[config.mk]
export PLATFORM = sky130hd
export DESIGN_NAME = fetch_unit
export DESIGN_NICKNAME = d
export VERILOG_FILES = /design/src/rtl/fetch_pkg.sv /design/src/rtl/fetch_fifo.sv /design/src/rtl/fetch_unit.sv
export SDC_FILE = /design/constraint.sdc
export NUM_CORES = 1
export LEC_CHECK = 0
export CORE_MARGIN = 4
export CORE_UTILIZATION = 45
export DETAILED_ROUTE_END_ITERATION = 10
export HOLD_SLACK_MARGIN = 0.03
export PLACE_DENSITY_LB_ADDON = 0.3
export SYNTH_ARGS = -nofsm -noshare
export SYNTH_HDL_FRONTEND = slang
export SYNTH_SLANG_ARGS = --single-unit
[constraint.sdc]
create_clock -name clk -period 25.9 [get_ports clk]
set_clock_uncertainty 0.05 [all_clocks]
set_input_delay 6.475 -clock clk [delete_from_list [all_inputs] [get_ports clk]]
set_output_delay 6.475 -clock clk [all_outputs]
set_load 0.005 [all_outputs]
[src/rtl/fetch_pkg.sv]
// Shared types for the instruction-fetch stage: FSM states and buffered
// instruction entries.
package fetch_pkg;
  typedef enum logic [1:0] {BOOT, RUN, HALT} state_t;

  localparam int WORD_BYTES = 4;

  typedef struct packed {
    logic [31:0] inst;
    logic [31:0] pc;
  } fetch_entry_t;
endpackage

[src/rtl/fetch_fifo.sv]
// Small register FIFO with flush and occupancy count; the head is read straight
// from storage, so a pushed word becomes visible the cycle after the push.
module fetch_fifo #(
  parameter int DEPTH = 2,
  parameter int W     = 32,
  localparam int AW   = (DEPTH > 1) ? $clog2(DEPTH) : 1,
  localparam int CW   = $clog2(DEPTH + 1)
) (
  input  logic          clk,
  input  logic          rst,
  input  logic          flush,
  input  logic          push,
  input  logic [W-1:0]  push_data,
  input  logic          pop,
  output logic [W-1:0]  head,
  output logic [CW-1:0] count
);
  logic [W-1:0]  mem [DEPTH];
  logic [AW-1:0] wr_ptr, rd_ptr;

  function automatic logic [AW-1:0] inc(input logic [AW-1:0] p);
    return (p == AW'(DEPTH - 1)) ? '0 : p + AW'(1);
  endfunction

  assign head = mem[rd_ptr];

  // The owner guarantees no push into a full FIFO without a simultaneous pop.
  always_ff @(posedge clk or posedge rst) begin
    if (rst) begin
      wr_ptr <= '0;
      rd_ptr <= '0;
      count  <= '0;
      for (int i = 0; i < DEPTH; i++) mem[i] <= '0;
    end else if (flush) begin
      wr_ptr <= '0;
      rd_ptr <= '0;
      count  <= '0;
    end else begin
      if (push) begin
        mem[wr_ptr] <= push_data;
        wr_ptr      <= inc(wr_ptr);
      end
      if (pop) rd_ptr <= inc(rd_ptr);
      count <= count + CW'(push) - CW'(pop);
    end
  end
endmodule

[src/rtl/fetch_unit.sv]
// Instruction fetch: owns the PC, issues credit-limited word requests, tags
// responses with their PC and buffers them for the core; redirects drop stale data.
module fetch_unit
  import fetch_pkg::*;
#(
  parameter logic [31:0] RESET_PC        = 32'h0000_0000,
  parameter int          FIFO_DEPTH      = 2,
  parameter int          MAX_OUTSTANDING = 2
) (
  input  logic        clk,
  input  logic        rst_b,
  input  logic        redirect_valid,
  input  logic [31:0] redirect_target,
  input  logic        halted,
  output logic        imem_req_valid,
  input  logic        imem_req_ready,
  output logic [31:0] imem_req_addr,
  input  logic        imem_rsp_valid,
  input  logic [31:0] imem_rsp_data,
  output logic        inst_valid,
  input  logic        inst_ready,
  output logic [31:0] inst,
  output logic [31:0] inst_pc,
  output logic        fetch_err
);
  localparam int FCW = $clog2(FIFO_DEPTH + 1);
  localparam int OCW = $clog2(MAX_OUTSTANDING + 1);

  state_t        state;
  logic [31:0]   pc;
  logic [OCW-1:0] outstanding, drop_cnt;
  logic [FCW-1:0] fifo_count;
  logic [31:0]   tag_pc, in_use;
  fetch_entry_t  head, push_entry;
  logic          redir, rsp_ok, rsp_keep, fire, pop;

  assign redir    = (state == RUN) && redirect_valid;
  assign rsp_ok   = imem_rsp_valid && (outstanding != '0);
  assign rsp_keep = rsp_ok && (drop_cnt == '0) && !redir;

  // Credits: every accepted, non-dropped request must find a free buffer slot.
  assign in_use = 32'(outstanding) - 32'(drop_cnt) + 32'(fifo_count);

  assign imem_req_valid = (state == RUN) && !redirect_valid &&
                          (32'(outstanding) < 32'(MAX_OUTSTANDING)) &&
                          (in_use < 32'(FIFO_DEPTH));
  assign imem_req_addr  = pc;
  assign fire           = imem_req_valid && imem_req_ready;

  assign inst_valid = (fifo_count != '0) && (state != HALT) && !redirect_valid;
  assign pop        = inst_valid && inst_ready;
  assign inst       = head.inst;
  assign inst_pc    = head.pc;

  assign push_entry = '{inst: imem_rsp_data, pc: tag_pc};

  fetch_fifo #(.DEPTH(FIFO_DEPTH), .W($bits(fetch_entry_t))) u_inst_fifo (
    .clk       (clk),
    .rst       (rst_b),
    .flush     (redir),
    .push      (rsp_keep),
    .push_data (push_entry),
    .pop       (pop),
    .head      (head),
    .count     (fifo_count)
  );

  // Tag queue occupancy doubles as the outstanding-request count.
  fetch_fifo #(.DEPTH(MAX_OUTSTANDING), .W(32)) u_tag_fifo (
    .clk       (clk),
    .rst       (rst_b),
    .flush     (1'b0),
    .push      (fire),
    .push_data (pc),
    .pop       (rsp_ok),
    .head      (tag_pc),
    .count     (outstanding)
  );

  always_ff @(posedge clk or posedge rst_b) begin
    if (rst_b) begin
      state     <= BOOT;
      pc        <= RESET_PC;
      drop_cnt  <= '0;
      fetch_err <= 1'b0;
    end else begin
      if (imem_rsp_valid && (outstanding == '0)) fetch_err <= 1'b1;

      // Everything still in flight after this cycle's response is stale.
      if (redir)                          drop_cnt <= outstanding - OCW'(rsp_ok);
      else if (rsp_ok && drop_cnt != '0)  drop_cnt <= drop_cnt - OCW'(1);

      if (redir)     pc <= {redirect_target[31:2], 2'b00};
      else if (fire) pc <= pc + 32'(WORD_BYTES);

      case (state)
        BOOT:    state <= RUN;
        RUN:     if (halted) state <= HALT;
        default: state <= state;
      endcase
    end
  end
endmodule

* After elaboration in Yosys (flattened, before gate mapping)
Index checks and enable logic that the tools add are counted.
Operators by class: add/subtract/negate cells 13, order comparisons 8, equal/unequal tests 3, muxes and demuxes 27, bitwise operators 5, reduce and logical (&&, ||, !) cells 30
Operator list (count):
- 64-bit 2-to-1 mux | 4
- 32-bit 2-to-1 mux | 6
- 128-bit bitwise mux | 1
- 64-bit bitwise mux | 1
- 64-bit demux with 1-bit select | 1
- 32-bit by 3-bit adder with 32-bit output (second input constant) | 1
- 32-bit demux with 1-bit select | 1
- 32-bit by 2-bit less-than comparator with 1-bit output (second input constant) | 1
- 2-bit nonzero test | 8
- 1-bit logical AND | 15
- 2-bit greater-or-equal comparator (second input constant) | 4
- 1-bit 2-to-1 mux | 8
- 2-bit 2-to-1 mux | 4
- 1-bit inverter with 2-bit output | 4
- 2-bit zero test | 3
- 2-bit by 1-bit subtractor with 2-bit output | 3
- 1-bit adder (second input constant) | 4
- 2-bit by 1-bit adder with 2-bit output | 2
- 3-bit by 3-bit adder with 4-bit output | 1
- 2-bit by 1-bit less-than comparator with 1-bit output (second input constant) | 2
- 2-bit != test (second input constant) | 2
- 2-bit case mux with 2 select lines | 1
- 2-bit AND reduction | 2
- 2-bit by 2-bit subtractor with 3-bit output | 1
- 5 further kinds | 6
Storage, ports and cells: register bits after elaboration 237, input port bits 71, word-level logic and storage cells 100

* Longest topological paths before layout
depth after elaboration 7, mapped depth 12

* By module
A second synthesis with hierarchy kept.
Second synthesis, totals: cells, all modules 805, area, all modules 11275.8 µm²
By module, submodules not included:
- fetch_fifo at u_inst_fifo | times used 1, cells an instance 359, area each 6052.1 µm², sequential area each 3303.2 µm²
- fetch_fifo at u_tag_fifo | times used 1, cells an instance 188, area each 3002.9 µm², sequential area each 1701.6 µm²
- fetch_unit | times used 1, cells an instance 258, area each 2220.9 µm², sequential area each 875.8 µm²

* Worst setup path before layout
Ideal clock, no wire load.
path type input port to output port, from in redirect_valid, to out imem_req_valid, arrival 7.255 ns, slack 12.120 ns, stages on the path 2, path buffers 0, cell sequence or4b_1 > nor3_1
Between the ends: longest elaborated chain between the ends 4
RTL lines:
- start, declared | RTL line fetch_unit.sv:12 | input logic redirect_valid,
- 1-bit zero test | RTL line fetch_unit.sv:44 | assign imem_req_valid = (state == RUN) && !redirect_valid &&
- 1-bit logical AND (2 in series) | RTL line fetch_unit.sv:44
- 1-bit logical AND | RTL line fetch_unit.sv:45 | (32'(outstanding) < 32'(MAX_OUTSTANDING)) &&
- end, declared | RTL line fetch_unit.sv:15 | output logic imem_req_valid,
Every way passes these cells.

* Final worst setup path
Same ends and word-level chain as after synthesis.

==> flow_summary.json <==
{
  "p_comb_frac": 0.363,
  "final.setup.worst_slack_ps": 10760,
  "register_area_um2": 5683,
  "clock_sinks": 227,
  "drt_iter0_drc": 406,
  "start_util": 0.4562,
  "htree_levels": 1,
  "grt-ovfl-total": 0,
  "core_area_um2": 22640,
  "yosysWarnings": 0,
  "synthCells": 850,
  "io_pins": 170,
  "max_stage_delay_ps": 640,
  "antennaDiodeCount": 0,
  "hold_path_class": "flop to flop",
  "r2r_start": "u_tag_fifo.count[1]",
  "port_buffers": 163,
  "synth_top_cells_by_area": "dfrtp_1, mux2_2, mux2i_1",
  "r2r-end": "u_tag_fifo.mem[30]",
  "synthTopCellsByCount": "dfrtp_1, mux2_2, nand2_1, o21ai_0, nor2_1",
  "netlist_area_um2": 10330,
  "p_sw_mw": 0.4320,
  "min_delay_path_depth": 2,
  "post-route-min-period_ps": 15140,
  "gp_congestion": 0.8092,
  "maxSlewHeadroom": 0.2820,
  "p_int_mw": 0.9781,
  "hpwl_um": 15530,
  "synth.most_common_cell": "dfrtp_1",
  "synth_top_cell_area_share": 0.5500,
  "cts_tree": "done",
  "fp.dieH_um": 159.5,
  "fin_crit_sh": 0.5844,
  "max_cap_violations": 0,
  "fillCellCount": 1900,
  "worst-setup-path-type": "input pin to output pin",
  "reg2reg_depth": 10,
  "root_buffer": "clkbuf_16",
  "synth_seq_cells": 227,
  "p_seq_frac": 0.386,
  "viasPerCell": 5.375,
  "power.density_nw_per_um2": 108.6,
  "gr-usage-all-layers": 0.1864,
  "synth-async-reset-ratio": 1.000,
  "postCtsSetupBuffers": 0,
  "antenna_left": 0,
  "finalSetupViolCount": 0,
  "start_kind": "input pin",
  "seq_area_frac_synth": 0.5500,
  "status": "finished clean",
  "pre_cts_ws_ps": 10820,
  "grt_pass1_vias": 7325,
  "cp_common_cell": "clkdlybuf4s50_1",
  "worstPathCellList": "clkdlybuf4s50_1, or4b_1, nor3_1, clkdlybuf4s50_1",
  "cts_resized": 0,
  "cts_buffer_depth": 3,
  "grt_start_max_net_pins": 86,
  "drv_slew": 0,
  "firstDrtPassIters": 4,
  "crit_arrival_ps": 8610,
  "fmax_ghz": 0.06607,
  "dieArea_um2": 25440,
  "rsz0062_at_grt": "false",
  "synth_edf_count": 0,
  "grt_first_pass_wirelength_um": 39270,
  "synth_top_area_cell": "dfrtp_1",
  "numCtsBuffers": 25,
  "clock_latency_ps": 510,
  "synth_cell_types": 56,
  "tightest_slew_ps": 1077,
  "die_w_um": 159.5,
  "drc": 0,
  "vias": 7004,
  "wl_per_cell_um": 18.27,
  "hold_viol_final": 0,
  "nets": 1081,
  "r2r_slack_ps": 22020,
  "hold_buffers": 0,
  "antenna_found_initial": 0,
  "rows": 55,
  "slowest_stage": "or4b_1",
  "multi_input_comb_area_um2": 4357,
  "routed_wl_um": 23810,
  "layout-drive-gt1-share": 0.2466,
  "worstPathMaxFanout": 5,
  "required_ps": 19380,
  "postSynthAreaPerCell_um2": 12.15,
  "clk_pin_slew_ps": 60,
  "synthToLayoutAreaGrowth_pct": 25.67,
  "holdCritStartpoint": "u_inst_fifo.mem[82]",
  "p_leak_nw": 5.713,
  "clkPwrFrac": 0.251,
  "min_to": "u_inst_fifo.mem[82]",
  "final.setup.tns_ps": 0,
  "ys.flop_type": "dfrtp_1",
  "power.share.switching": 0.3064,
  "ir_worst_vdd_uv": 65.93,
  "endpoint_kind": "output pin"
}
[registers in the layout, indices dropped and copies added, names as in the netlist]
signal	cells
drop_cnt	2
fetch_err	1
imem_req_addr	30
state	2
u_inst_fifo.count	2
u_inst_fifo.mem	124
u_inst_fifo.rd_ptr	1
u_inst_fifo.wr_ptr	1
u_tag_fifo.count	2
u_tag_fifo.mem	60
u_tag_fifo.rd_ptr	1
u_tag_fifo.wr_ptr	1
[per-stage QoR]
step	instance area, µm²	std cells	hold slack [ps]	util	power [mW]
2_1_floorplan	10340	853	396.0	-	0.8224
3_3_place_gp	12160	1258	405.8	0.5371	1.053
3_5_place_dp	12160	1258	413.0	0.5371	1.066
4_1_cts	12980	1303	426.6	0.5733	1.429
5_1_grt	12980	1303	445.5	0.5733	1.499
6_report	12980	1303	422.1	0.5733	1.410
[cell usage in the layout, fill, tap and decap left out, types with 6 or more instances in the layout]
cell / count
nand4_1: 10
nor3_1: 6
mux2_2: 185
nand3_1: 16
o21ai_0: 54
clkinv_2: 6
buf_4: 10
clkbuf_1: 7
xor2_1: 15
nor2_1: 48
inv_1: 12
clkdlybuf4s50_1: 163
nand2_1: 69
dfrtp_1: 225
mux2i_1: 31
xnor2_1: 11
a21oi_1: 34
clkbuf_16: 25
a31oi_1: 7
ha_1: 8
[layer usage]
layer  vias to the layer above  routed length [µm]  GRT usage
met2                       155               11300     0.3053
met5                         -                   0          0
met4                         0                 571    0.04773
met3                        36                 943    0.03003
li1                       3301                   -          -
met1                      3512               10990     0.2607
[critical path, delay by kind of cell]
| kind | cells | cell delay [ps] |
|---|---|---|
| buffers and inverters | 2 | 1110 |
| AND/OR/NAND/NOR | 2 | 1020 |
[worst max path at each step]
stage | from | to | slack (ps) | cells past startpoint
after floorplan | redirect_valid | imem_req_valid | 12120 | 2
after global placement | redirect_valid | imem_req_valid | 10810 | 4
after detailed placement | redirect_valid | imem_req_valid | 10820 | 4
after CTS | redirect_valid | imem_req_valid | 10800 | 4
after global routing | redirect_valid | imem_req_valid | 10760 | 4
final | redirect_valid | imem_req_valid | 10760 | 4
[layout make-up]
type / instances / share of cell area
timing repair buffer: 173 / 0.1315
tap: 285 / 0.02747
sequential: 227 / 0.4378
multi-input combinational: 560 / 0.3356
clock inverter: 10 / 0.009832
inverter: 13 / 0.004338
clock buffer: 35 / 0.05340
[kinds of logic after synthesis]
| logic type | synth area share |
|---|---|
| AO/OA/AOI/OAI | 0.05766 |
| AND/OR/NAND/NOR | 0.09328 |
| XOR/XNOR | 0.02205 |
| multiplexers | 0.2328 |
| other | 0.0003631 |
| adder cells (fa/ha/maj) | 0.01357 |
| flip-flops | 0.5500 |
| buffers and inverters | 0.03029 |
[power groups by stage]
| stage | Combinational (mW) | Clock (mW) | Sequential, mW |
|---|---|---|---|
| after floorplan | 0.315 | 0 | 0.507 |
| after global placement | 0.508 | 0 | 0.545 |
| after detailed placement | 0.515 | 0 | 0.550 |
| after CTS | 0.519 | 0.365 | 0.545 |
| after global routing | 0.560 | 0.379 | 0.560 |
| final | 0.511 | 0.354 | 0.544 |
Power figures use the tool's default switching activity.
